**config.mk**
```make
export PLATFORM = sky130hd
export DESIGN_NAME = hdc_classify_seq
export DESIGN_NICKNAME = d
export VERILOG_FILES = /design/src/rtl/hdc_pkg.sv /design/src/rtl/hdc_wait_timer.sv /design/src/rtl/hdc_classify_seq.sv
export SDC_FILE = /design/constraint.sdc
export NUM_CORES = 2
export LEC_CHECK = 0
export BUFFER_PORTS_ARGS = -buffer_cell sky130_fd_sc_hd__buf_2
export CAP_MARGIN = 20
export CORE_AREA = 2 2 641 643
export CTS_CLUSTER_DIAMETER = 120
export DETAILED_ROUTE_END_ITERATION = 10
export DIE_AREA = 0 0 643 645
export GPL_ROUTABILITY_DRIVEN = 0
export SKIP_CTS_REPAIR_TIMING = 1
export SKIP_LAST_GASP = 1
export SLEW_MARGIN = 20
export SYNTH_ARGS = -nofsm -noshare
export SYNTH_HDL_FRONTEND = slang
export SYNTH_SLANG_ARGS = --single-unit
```
**constraint.sdc**
```tcl
create_clock -name clk -period 2 [get_ports clk]
set_clock_uncertainty 0.1 [all_clocks]
set_input_delay 0.3 -clock clk [delete_from_list [all_inputs] [get_ports clk]]
set_output_delay 0.3 -clock clk [all_outputs]
set_load 0.01 [all_outputs]
```
**src/rtl/hdc_pkg.sv**
```systemverilog
`default_nettype none
// ============================================================================
// Module : hdc_pkg
// Purpose: Shared definitions for the HDC spam/ham classifier sequencer:
//          result label codes, sequencer state encoding and default
//          message geometry.
// Ports  : none (package)
// Rev    : 1.0 - initial release
// ============================================================================
package hdc_pkg;

    // Default message geometry used by the sequencer parameters.
    localparam int HDC_CHAR_LENGTH    = 8;
    localparam int HDC_MESSAGE_LENGTH = 200;

    // Classification result codes.
    localparam logic [1:0] LABEL_HAM     = 2'b00;
    localparam logic [1:0] LABEL_SPAM    = 2'b01;
    localparam logic [1:0] LABEL_ERR     = 2'b10;
    localparam logic [1:0] LABEL_INCONCL = 2'b11;

    // Sequencer states.
    typedef enum logic [2:0] {
        S_IDLE   = 3'd0,
        S_CLEAR  = 3'd1,
        S_FEED   = 3'd2,
        S_THRESH = 3'd3,
        S_CMP    = 3'd4,
        S_DECIDE = 3'd5,
        S_DONE   = 3'd6
    } state_t;

endpackage : hdc_pkg
`default_nettype wire

```
**src/rtl/hdc_wait_timer.sv**
```systemverilog
`default_nettype none
// ============================================================================
// Module : hdc_wait_timer
// Purpose: Watchdog for datapath handshakes. load_i restarts the count,
//          count_i marks a waiting cycle, expired_o flags the TIMEOUT-th
//          consecutive waiting cycle. TIMEOUT = 0 means it never expires.
// Ports  : clk, rst_n (async active-low), load_i, count_i, expired_o
// Rev    : 1.0 - initial release
// ============================================================================
module hdc_wait_timer #(
    parameter int TIMEOUT = 4096
) (
    input  logic clk,
    input  logic rst_n,
    input  logic load_i,
    input  logic count_i,
    output logic expired_o
);

    if (TIMEOUT == 0) begin : g_never
        assign expired_o = 1'b0;
    end else begin : g_count
        localparam int              c_CNT_W = (TIMEOUT > 1) ? $clog2(TIMEOUT) : 1;
        localparam logic [c_CNT_W-1:0] c_LAST = c_CNT_W'(TIMEOUT - 1);

        logic [c_CNT_W-1:0] cnt_q;
        logic [c_CNT_W-1:0] cnt_d;

        // Expiry is reported during the last allowed waiting cycle so the
        // owner can leave the wait state on that same edge.
        assign expired_o = count_i && (cnt_q == c_LAST);

        always_comb begin
            cnt_d = cnt_q;
            if (load_i) begin
                cnt_d = '0;
            end else if (count_i && !expired_o) begin
                cnt_d = cnt_q + 1'b1;
            end
        end

        always_ff @(posedge clk or negedge rst_n) begin
            if (!rst_n) begin
                cnt_q <= '0;
            end else begin
                cnt_q <= cnt_d;
            end
        end
    end

endmodule : hdc_wait_timer
`default_nettype wire

```
**src/rtl/hdc_classify_seq.sv**
```systemverilog
`default_nettype none
// ============================================================================
// Module : hdc_classify_seq
// Purpose: Control sequencer for the hyperdimensional spam/ham classifier.
//          Latches a message, streams its characters into the n-gram
//          encoder, triggers bundle thresholding, then runs Hamming
//          comparisons against the ham and spam class vectors and reports
//          a 2-bit label.
// Ports  : clk, reset (async active-low)
//          start, msg, length                  - message source
//          busy, done, result                  - status / label
//          char_out, char_valid, char_ready,
//          ngram_valid, acc_clear              - encoder/bundler
//          thr_start, thr_done                 - thresholder
//          cmp_start, cmp_class, cmp_done,
//          cmp_dist                            - associative memory
// Rev    : 1.0 - initial release
// ============================================================================
module hdc_classify_seq
    import hdc_pkg::*;
#(
    parameter int MESSAGE_LENGTH = HDC_MESSAGE_LENGTH,
    parameter int CHAR_LENGTH    = HDC_CHAR_LENGTH,
    parameter int NGRAM          = 3,
    parameter int DIM            = 1024,
    parameter int DIST_W         = $clog2(DIM) + 1,
    parameter int TIMEOUT        = 4096
) (
    input  logic                                 clk,
    input  logic                                 reset,
    input  logic                                 start,
    input  logic [CHAR_LENGTH*MESSAGE_LENGTH-1:0] msg,
    input  logic [7:0]                           length,
    output logic                                 busy,
    output logic                                 done,
    output logic [1:0]                           result,
    output logic [CHAR_LENGTH-1:0]               char_out,
    output logic                                 char_valid,
    input  logic                                 char_ready,
    output logic                                 ngram_valid,
    output logic                                 acc_clear,
    output logic                                 thr_start,
    input  logic                                 thr_done,
    output logic                                 cmp_start,
    output logic                                 cmp_class,
    input  logic                                 cmp_done,
    input  logic [DIST_W-1:0]                    cmp_dist
);

    localparam int         c_MSG_W   = CHAR_LENGTH * MESSAGE_LENGTH;
    localparam logic [7:0] c_MAX_LEN = 8'(MESSAGE_LENGTH);
    localparam logic [7:0] c_NGRAM   = 8'(NGRAM);
    localparam logic [7:0] c_NG_LAST = 8'(NGRAM - 1);

    state_t              state_q,  state_d;
    logic [c_MSG_W-1:0]  msg_q,    msg_d;
    logic [7:0]          len_q,    len_d;
    logic [7:0]          idx_q,    idx_d;
    logic                cls_q,    cls_d;
    logic                first_q,  first_d;
    logic [DIST_W-1:0]   dham_q,   dham_d;
    logic [DIST_W-1:0]   dspam_q,  dspam_d;
    logic [1:0]          result_q, result_d;

    logic                tmr_load;
    logic                tmr_count;
    logic                tmr_expired;

    hdc_wait_timer #(
        .TIMEOUT   (TIMEOUT)
    ) u_wait_timer (
        .clk       (clk),
        .rst_n     (reset),
        .load_i    (tmr_load),
        .count_i   (tmr_count),
        .expired_o (tmr_expired)
    );

    assign result = result_q;

    always_comb begin
        state_d     = state_q;
        msg_d       = msg_q;
        len_d       = len_q;
        idx_d       = idx_q;
        cls_d       = cls_q;
        first_d     = 1'b0;
        dham_d      = dham_q;
        dspam_d     = dspam_q;
        result_d    = result_q;
        tmr_load    = 1'b0;
        tmr_count   = 1'b0;
        busy        = 1'b0;
        done        = 1'b0;
        char_out    = '0;
        char_valid  = 1'b0;
        ngram_valid = 1'b0;
        acc_clear   = 1'b0;
        thr_start   = 1'b0;
        cmp_start   = 1'b0;
        cmp_class   = 1'b0;

        case (state_q)
            S_IDLE: begin
                if (start) begin
                    msg_d   = msg;
                    len_d   = (length > c_MAX_LEN) ? c_MAX_LEN : length;
                    state_d = S_CLEAR;
                end
            end

            S_CLEAR: begin
                busy      = 1'b1;
                acc_clear = 1'b1;
                idx_d     = '0;
                // Too short to form a single n-gram: nothing to classify.
                if (len_q < c_NGRAM) begin
                    result_d = LABEL_INCONCL;
                    state_d  = S_DONE;
                end else begin
                    result_d = LABEL_HAM;
                    state_d  = S_FEED;
                end
            end

            S_FEED: begin
                busy        = 1'b1;
                char_valid  = 1'b1;
                // The latched message shifts up one char per transfer, so
                // the current char is always the top slice.
                char_out    = msg_q[c_MSG_W-1 -: CHAR_LENGTH];
                ngram_valid = (idx_q >= c_NG_LAST);
                if (char_ready) begin
                    msg_d = msg_q << CHAR_LENGTH;
                    idx_d = idx_q + 8'd1;
                    if (idx_q + 8'd1 == len_q) begin
                        state_d  = S_THRESH;
                        first_d  = 1'b1;
                        tmr_load = 1'b1;
                    end
                end
            end

            S_THRESH: begin
                busy      = 1'b1;
                thr_start = first_q;
                tmr_count = 1'b1;
                // A thr_done coincident with our own pulse is stale.
                if (thr_done && !first_q) begin
                    state_d  = S_CMP;
                    cls_d    = 1'b0;
                    first_d  = 1'b1;
                    tmr_load = 1'b1;
                end else if (tmr_expired) begin
                    result_d = LABEL_ERR;
                    state_d  = S_DONE;
                end
            end

            S_CMP: begin
                busy      = 1'b1;
                cmp_start = first_q;
                cmp_class = cls_q;
                tmr_count = 1'b1;
                if (cmp_done) begin
                    if (!cls_q) begin
                        dham_d   = cmp_dist;
                        cls_d    = 1'b1;
                        first_d  = 1'b1;
                        tmr_load = 1'b1;
                    end else begin
                        dspam_d  = cmp_dist;
                        state_d  = S_DECIDE;
                    end
                end else if (tmr_expired) begin
                    result_d = LABEL_ERR;
                    state_d  = S_DONE;
                end
            end

            S_DECIDE: begin
                busy = 1'b1;
                if (dham_q < dspam_q) begin
                    result_d = LABEL_HAM;
                end else if (dspam_q < dham_q) begin
                    result_d = LABEL_SPAM;
                end else begin
                    result_d = LABEL_INCONCL;
                end
                state_d = S_DONE;
            end

            S_DONE: begin
                busy    = 1'b1;
                done    = 1'b1;
                state_d = S_IDLE;
            end

            default: begin
                state_d = S_IDLE;
            end
        endcase
    end

    always_ff @(posedge clk or negedge reset) begin
        if (!reset) begin
            state_q  <= S_IDLE;
            msg_q    <= '0;
            len_q    <= '0;
            idx_q    <= '0;
            cls_q    <= 1'b0;
            first_q  <= 1'b0;
            dham_q   <= '0;
            dspam_q  <= '0;
            result_q <= LABEL_HAM;
        end else begin
            state_q  <= state_d;
            msg_q    <= msg_d;
            len_q    <= len_d;
            idx_q    <= idx_d;
            cls_q    <= cls_d;
            first_q  <= first_d;
            dham_q   <= dham_d;
            dspam_q  <= dspam_d;
            result_q <= result_d;
        end
    end

endmodule : hdc_classify_seq
`default_nettype wire

```
=== Word-level counts from Yosys, hierarchy flattened ===
Index checks and enable logic that the tools add are counted.

* $add $sub $neg: 2
* Magnitude comparators: 5
* Bitwise gates (word level): 1
* Equal/unequal tests: 16
* Reduce and logical (&&, ||, !) cells: 21
* Muxes and demuxes: 43

{| class="wikitable"
|+ Operator list
! cell !! number
|-
| $mux 1600 || 2
|-
| $pmux 1600 s2 || 1
|-
| $mux 12 || 2
|-
| $mux 3 || 8
|-
| $mux 8 || 3
|-
| $lt 11x11->1 || 2
|-
| $pmux 3 s6 || 1
|-
| $mux 1 || 16
|-
| $pmux 8 s2 || 1
|-
| $reduce_and 3->1 || 5
|-
| $ne 2x2->1 const B || 7
|-
| $add 12x1->12 const B || 1
|-
| $eq 12x12->1 const B || 1
|-
| $mux 2 || 6
|-
| $eq 3x3->1 const B || 3
|-
| $add 8x1->8 const B || 1
|-
| $eq 8x8->1 || 1
|-
| $ge 8x2->1 const B || 1
|-
| $gt 8x8->1 const B || 1
|-
| $lt 8x2->1 const B || 1
|-
| $pmux 2 s4 || 1
|-
| $reduce_bool 2->1 || 4
|-
| $eq 3x2->1 const B || 2
|-
| $reduce_or 6->1 || 1
|-
| other kinds (12) || 16
|}

* Bits in registers: 1657
* Output and inout bits: 18

=== Logic depth before layout (Yosys ltp) ===
* Depth after elaboration: 8
* Depth in mapped cells: 9

=== Hierarchy ===
A second synthesis with hierarchy kept.

* Cell total of the unflattened synthesis: 9036
* Area total of the unflattened synthesis: 74789.2 um2

{| class="wikitable"
|+ Modules (own cells, without submodules)
! module !! cells an instance !! times used !! area each (um2)
|-
| hdc_classify_seq || 8964 || 1 || 74078.5
|-
| hdc_wait_timer || 72 || 1 || 710.7
|}

=== Worst setup path after synthesis ===
OpenSTA, ideal clock, no wires.

* Path type: register to register
* Start point: register idx_q[0]
* End point: register u_wait_timer.g_count.cnt_q[10]
* Path buffers: 1
* Arrival time: 1.877 ns
* Stages on the path, launching flop included: 9
* Slack: -0.122 ns
* Required time: 1.755 ns
* Clock period less this slack: 2.122 ns
* Setup time: 0.145 ns
* Cells stage by stage: dfrtp_1 -> ha_1 -> and4_1 -> and2_1 -> xnor2_1 -> o211ai_1 -> nor4_2 -> buf_6 -> nor3_2

* Cells in the longest elaborated chain, start to end: 6
* Elaborated cells between the ends (all ways): 7

{| class="wikitable"
|+ Ends and longest elaborated chain
! element !! RTL line !! RTL
|-
| from (decl) || hdc_classify_seq.sv:58 || <nowiki>logic [7:0] idx_q, idx_d;</nowiki>
|-
| from (signal assigned) || hdc_classify_seq.sv:220 || <nowiki>idx_q <= idx_d;</nowiki>
|-
| $add 8x1->8 (*) || hdc_classify_seq.sv:136 || <nowiki>if (idx_q + 8'd1 == len_q) begin</nowiki>
|-
| $eq 8x8->1 (*) || hdc_classify_seq.sv:136 ||
|-
| $mux 1 (*) || hdc_classify_seq.sv:136 ||
|-
| $mux 1 (*) || hdc_classify_seq.sv:133 || <nowiki>if (char_ready) begin</nowiki>
|-
| $pmux 1 s3 (*) || hdc_classify_seq.sv:103 || <nowiki>case (state_q)</nowiki>
|-
| $mux 12 / $reduce_bool 2->1 (equally long branches) || -- ||
|-
| to (signal assigned) || hdc_wait_timer.sv:46 || <nowiki>cnt_q <= cnt_d;</nowiki>
|-
| to (decl) || hdc_wait_timer.sv:26 || <nowiki>logic [c_CNT_W-1:0] cnt_q;</nowiki>
|}

Mark *: on every way between the ends. The rest lies on a longest branch, timed or not.
A chain may end at the register's enable or synchronous reset.

=== Final worst setup path ===
* Start point: register state_q[2]
* End point: output char_out[5]

* Cells in the longest elaborated chain, start to end: 2

{| class="wikitable"
|+ Ends and longest elaborated chain
! element !! RTL line !! RTL
|-
| from (decl) || hdc_classify_seq.sv:55 || <nowiki>state_t state_q, state_d;</nowiki>
|-
| from (signal assigned) || hdc_classify_seq.sv:217 || <nowiki>state_q <= state_d;</nowiki>
|-
| $eq 3x2->1 || hdc_classify_seq.sv:103 ||
|-
| $mux 8 || hdc_classify_seq.sv:103 ||
|-
| to (decl) || hdc_classify_seq.sv:37 || <nowiki>output logic [CHAR_LENGTH-1:0] char_out,</nowiki>
|}

No other way between the ends.

==> impl_metrics.env <==
export IMPL_power_total_mw=189
export IMPL_final_nets=14111
export IMPL_rsz0062_at_grt="true"
export IMPL_grt_pass1_vias=69224
export IMPL_hold_path_class="in -> reg"
export IMPL_ys_top_cells_by_count="nand2_1, dfrtp_1, nor2_1"
export IMPL_start_util=0.182
export IMPL_syn_avg_cell_area_sq_um=8.24
export IMPL_rows=235
export IMPL_relSlewSlack=0.534
export IMPL_hold_ws_ns=0.0887
export IMPL_status="complete, but fails checks"
export IMPL_clk_pin_slew_ns=0.06
export IMPL_wire_per_inst_um=20.0
export IMPL_yosysSeqAreaShare=0.558
export IMPL_yosys_area_top_type="dfrtp_1"
export IMPL_die_h_um=645
export IMPL_clk_latency_ns=0.91
export IMPL_timing_final_ws_setup_ns=-0.534
export IMPL_drive_gt1_frac=0.218
export IMPL_start_kind="flip-flop"
export IMPL_syn_num_nets=10664
export IMPL_track_usage=0.149
export IMPL_drtIter0Drc=9071
export IMPL_numPortBuffers=1642
export IMPL_clock_root_buffer="clkbuf_16"
export IMPL_cp_max_fo=8
export IMPL_max_freq_ghz=0.395
export IMPL_cellPowerDensity_nw_per_um2=1610
export IMPL_min_period_over_period=1.27
export IMPL_overflow=0
export IMPL_tritoncts="built"
export IMPL_vias_per_cell=4.52
export IMPL_synth_edff_count=0
export IMPL_crit_required_ns=1.60
export IMPL_first_pass_iters=6
export IMPL_final_util=0.289
export IMPL_cts_buffers=198
export IMPL_area_growth_pct=58.6
export IMPL_ys_types=50
export IMPL_worstSetupPathType="reg -> out"
export IMPL_min_period_ns=2.53
export IMPL_synth_main_ff_cell="dfrtp_1"
export IMPL_drc=0
export IMPL_antenna_found_initial=89
export IMPL_critPathArrivalTime_ns=2.13
export IMPL_irDropWorstVdd_uv=882
export IMPL_drt_wl_total_um=363000
export IMPL_synth_top_area_frac=0.558
export IMPL_h_tree_depth=4
export IMPL_coreArea_sq_um=408000
export IMPL_cap_violations=0
export IMPL_violations="setup timing"
export IMPL_hold_viol=0
export IMPL_ios=1643
export IMPL_r2r_slack_ns=-0.40
export IMPL_route_antenna_remaining_nets=0
export IMPL_vias=81928
export IMPL_dp_hpwl_um=255000
export IMPL_grt_start_max_net_pins=118
export IMPL_synthMostInstantiatedCell="nand2_1"
export IMPL_die_width_um=643
export IMPL_leakage_nw=52.4
export IMPL_setup_viol=1490
export IMPL_ys_ff_latch=1657
export IMPL_tightest_slew_ns=0.699
export IMPL_cts_sinks=1657
export IMPL_placed_area_sq_um=93400
export IMPL_synthTopCellsByArea="dfrtp_1, nand2_1, a31oi_1"
export IMPL_clockBufferDepth=4
export IMPL_netlist_area_sq_um=74400
export IMPL_cp_end_kind="output pin"
export IMPL_async_flop_share=1.00
export IMPL_fp_dieArea_sq_um=415000
export IMPL_ys_warn_count=0
export IMPL_final_max_slew_viol_count=0
export IMPL_syn_inst=9025
export IMPL_grt_pass1_wl_um=460000
export IMPL_setup_tns_ns=-243.07
export IMPL_num_fill_cells=42137
export IMPL_fin_area_sq_um=118000
==> stage by stage <==
stage	setup slack, ns	std cells
6_report	-0.534	18135
5_1_grt	-0.633	18121
4_1_cts	-1.01	16371
3_5_place_dp	-0.219	16018
3_3_place_gp	-0.244	16018
2_1_floorplan	0.00539	9025
==> cells by family after synthesis <==
group | after synthesis | synth area share
AOI/OAI and AO/OA | 1650 | 0.139
xor gates and xnor gates | 22 | 0.00269
adders and majority gates | 14 | 0.00236
buffers and inverters | 741 | 0.0427
DFF | 1657 | 0.558
muxes | 23 | 0.00347
and+or+nand+nor | 4918 | 0.252
==> worst max-delay path, cell delays in order, from the launching register on <==
cell and delay, ns:
dfrtp_1 0.40, nor2_2 0.12, buf_6 0.13, buf_6 0.20, and3_1 0.26, buf_2 0.18
==> routing by layer <==
metal  global-route usage  share of wire
met1                0.181           0.38
met2                0.249           0.47
met3               0.0312          0.077
met4               0.0716          0.071
met5                    0        0.00044
==> state kept, by name, indices dropped and copies added, names as in the netlist <==
| register | flops |
|---|---|
| cls_q | 1 |
| dham_q | 11 |
| dspam_q | 11 |
| first_q | 1 |
| idx_q | 8 |
| len_q | 8 |
| msg_q | 1600 |
| result | 2 |
| state_q | 3 |
| u_wait_timer.g_count.cnt_q | 12 |
==> final cells by class <==
type | count | area, sq um | area share
clock inverters | 70 | 734 | 0.00623
repair buffers | 3972 | 33000 | 0.279
clock buffers | 283 | 5710 | 0.0484
inverters | 16 | 88.8 | 0.000753
well taps | 5451 | 6820 | 0.0578
flip-flops and latches | 1657 | 41500 | 0.352
multi-input cells | 6627 | 30000 | 0.254
diodes | 59 | 148 | 0.00125
==> path summary, 6_finish.rpt <==
| kind | startpoint | end | cells after the start |
|---|---|---|---|
| max reg2reg | state_q[1] | msg_q[1029] | 9 |
| min reg2reg | msg_q[431] | msg_q[439] | 2 |
| max | state_q[2] | char_out[5] | 5 |
| min | msg[466] | msg_q[466] | 4 |
| max in group asynchronous | reset | msg_q[1486] | 3 |
| min in group asynchronous | reset | msg_q[58] | 3 |
==> report_power, final <==
part	total [mW]	internal [mW]	switching (mW)
Combinational	89.7	37.2	52.5
Clock	36.6	21.1	15.5
Sequential	63.1	51.0	12.1
Total	189	109	80.1
==> cell usage in the layout (no fill, tap or decap), types with 22 or more instances in the layout <==
cell,instances
buf_6,26
mux2_2,22
buf_12,188
buf_4,458
nor2_1,1602
clkinv_2,38
dlygate4sd3_1,1625
clkbuf_1,41
a31oi_1,1592
clkbuf_8,44
diode_2,59
nand2_1,3222
dfrtp_1,1653
clkbuf_16,219
buf_2,1633
No activity file was read; power rests on OpenSTA's default activity.
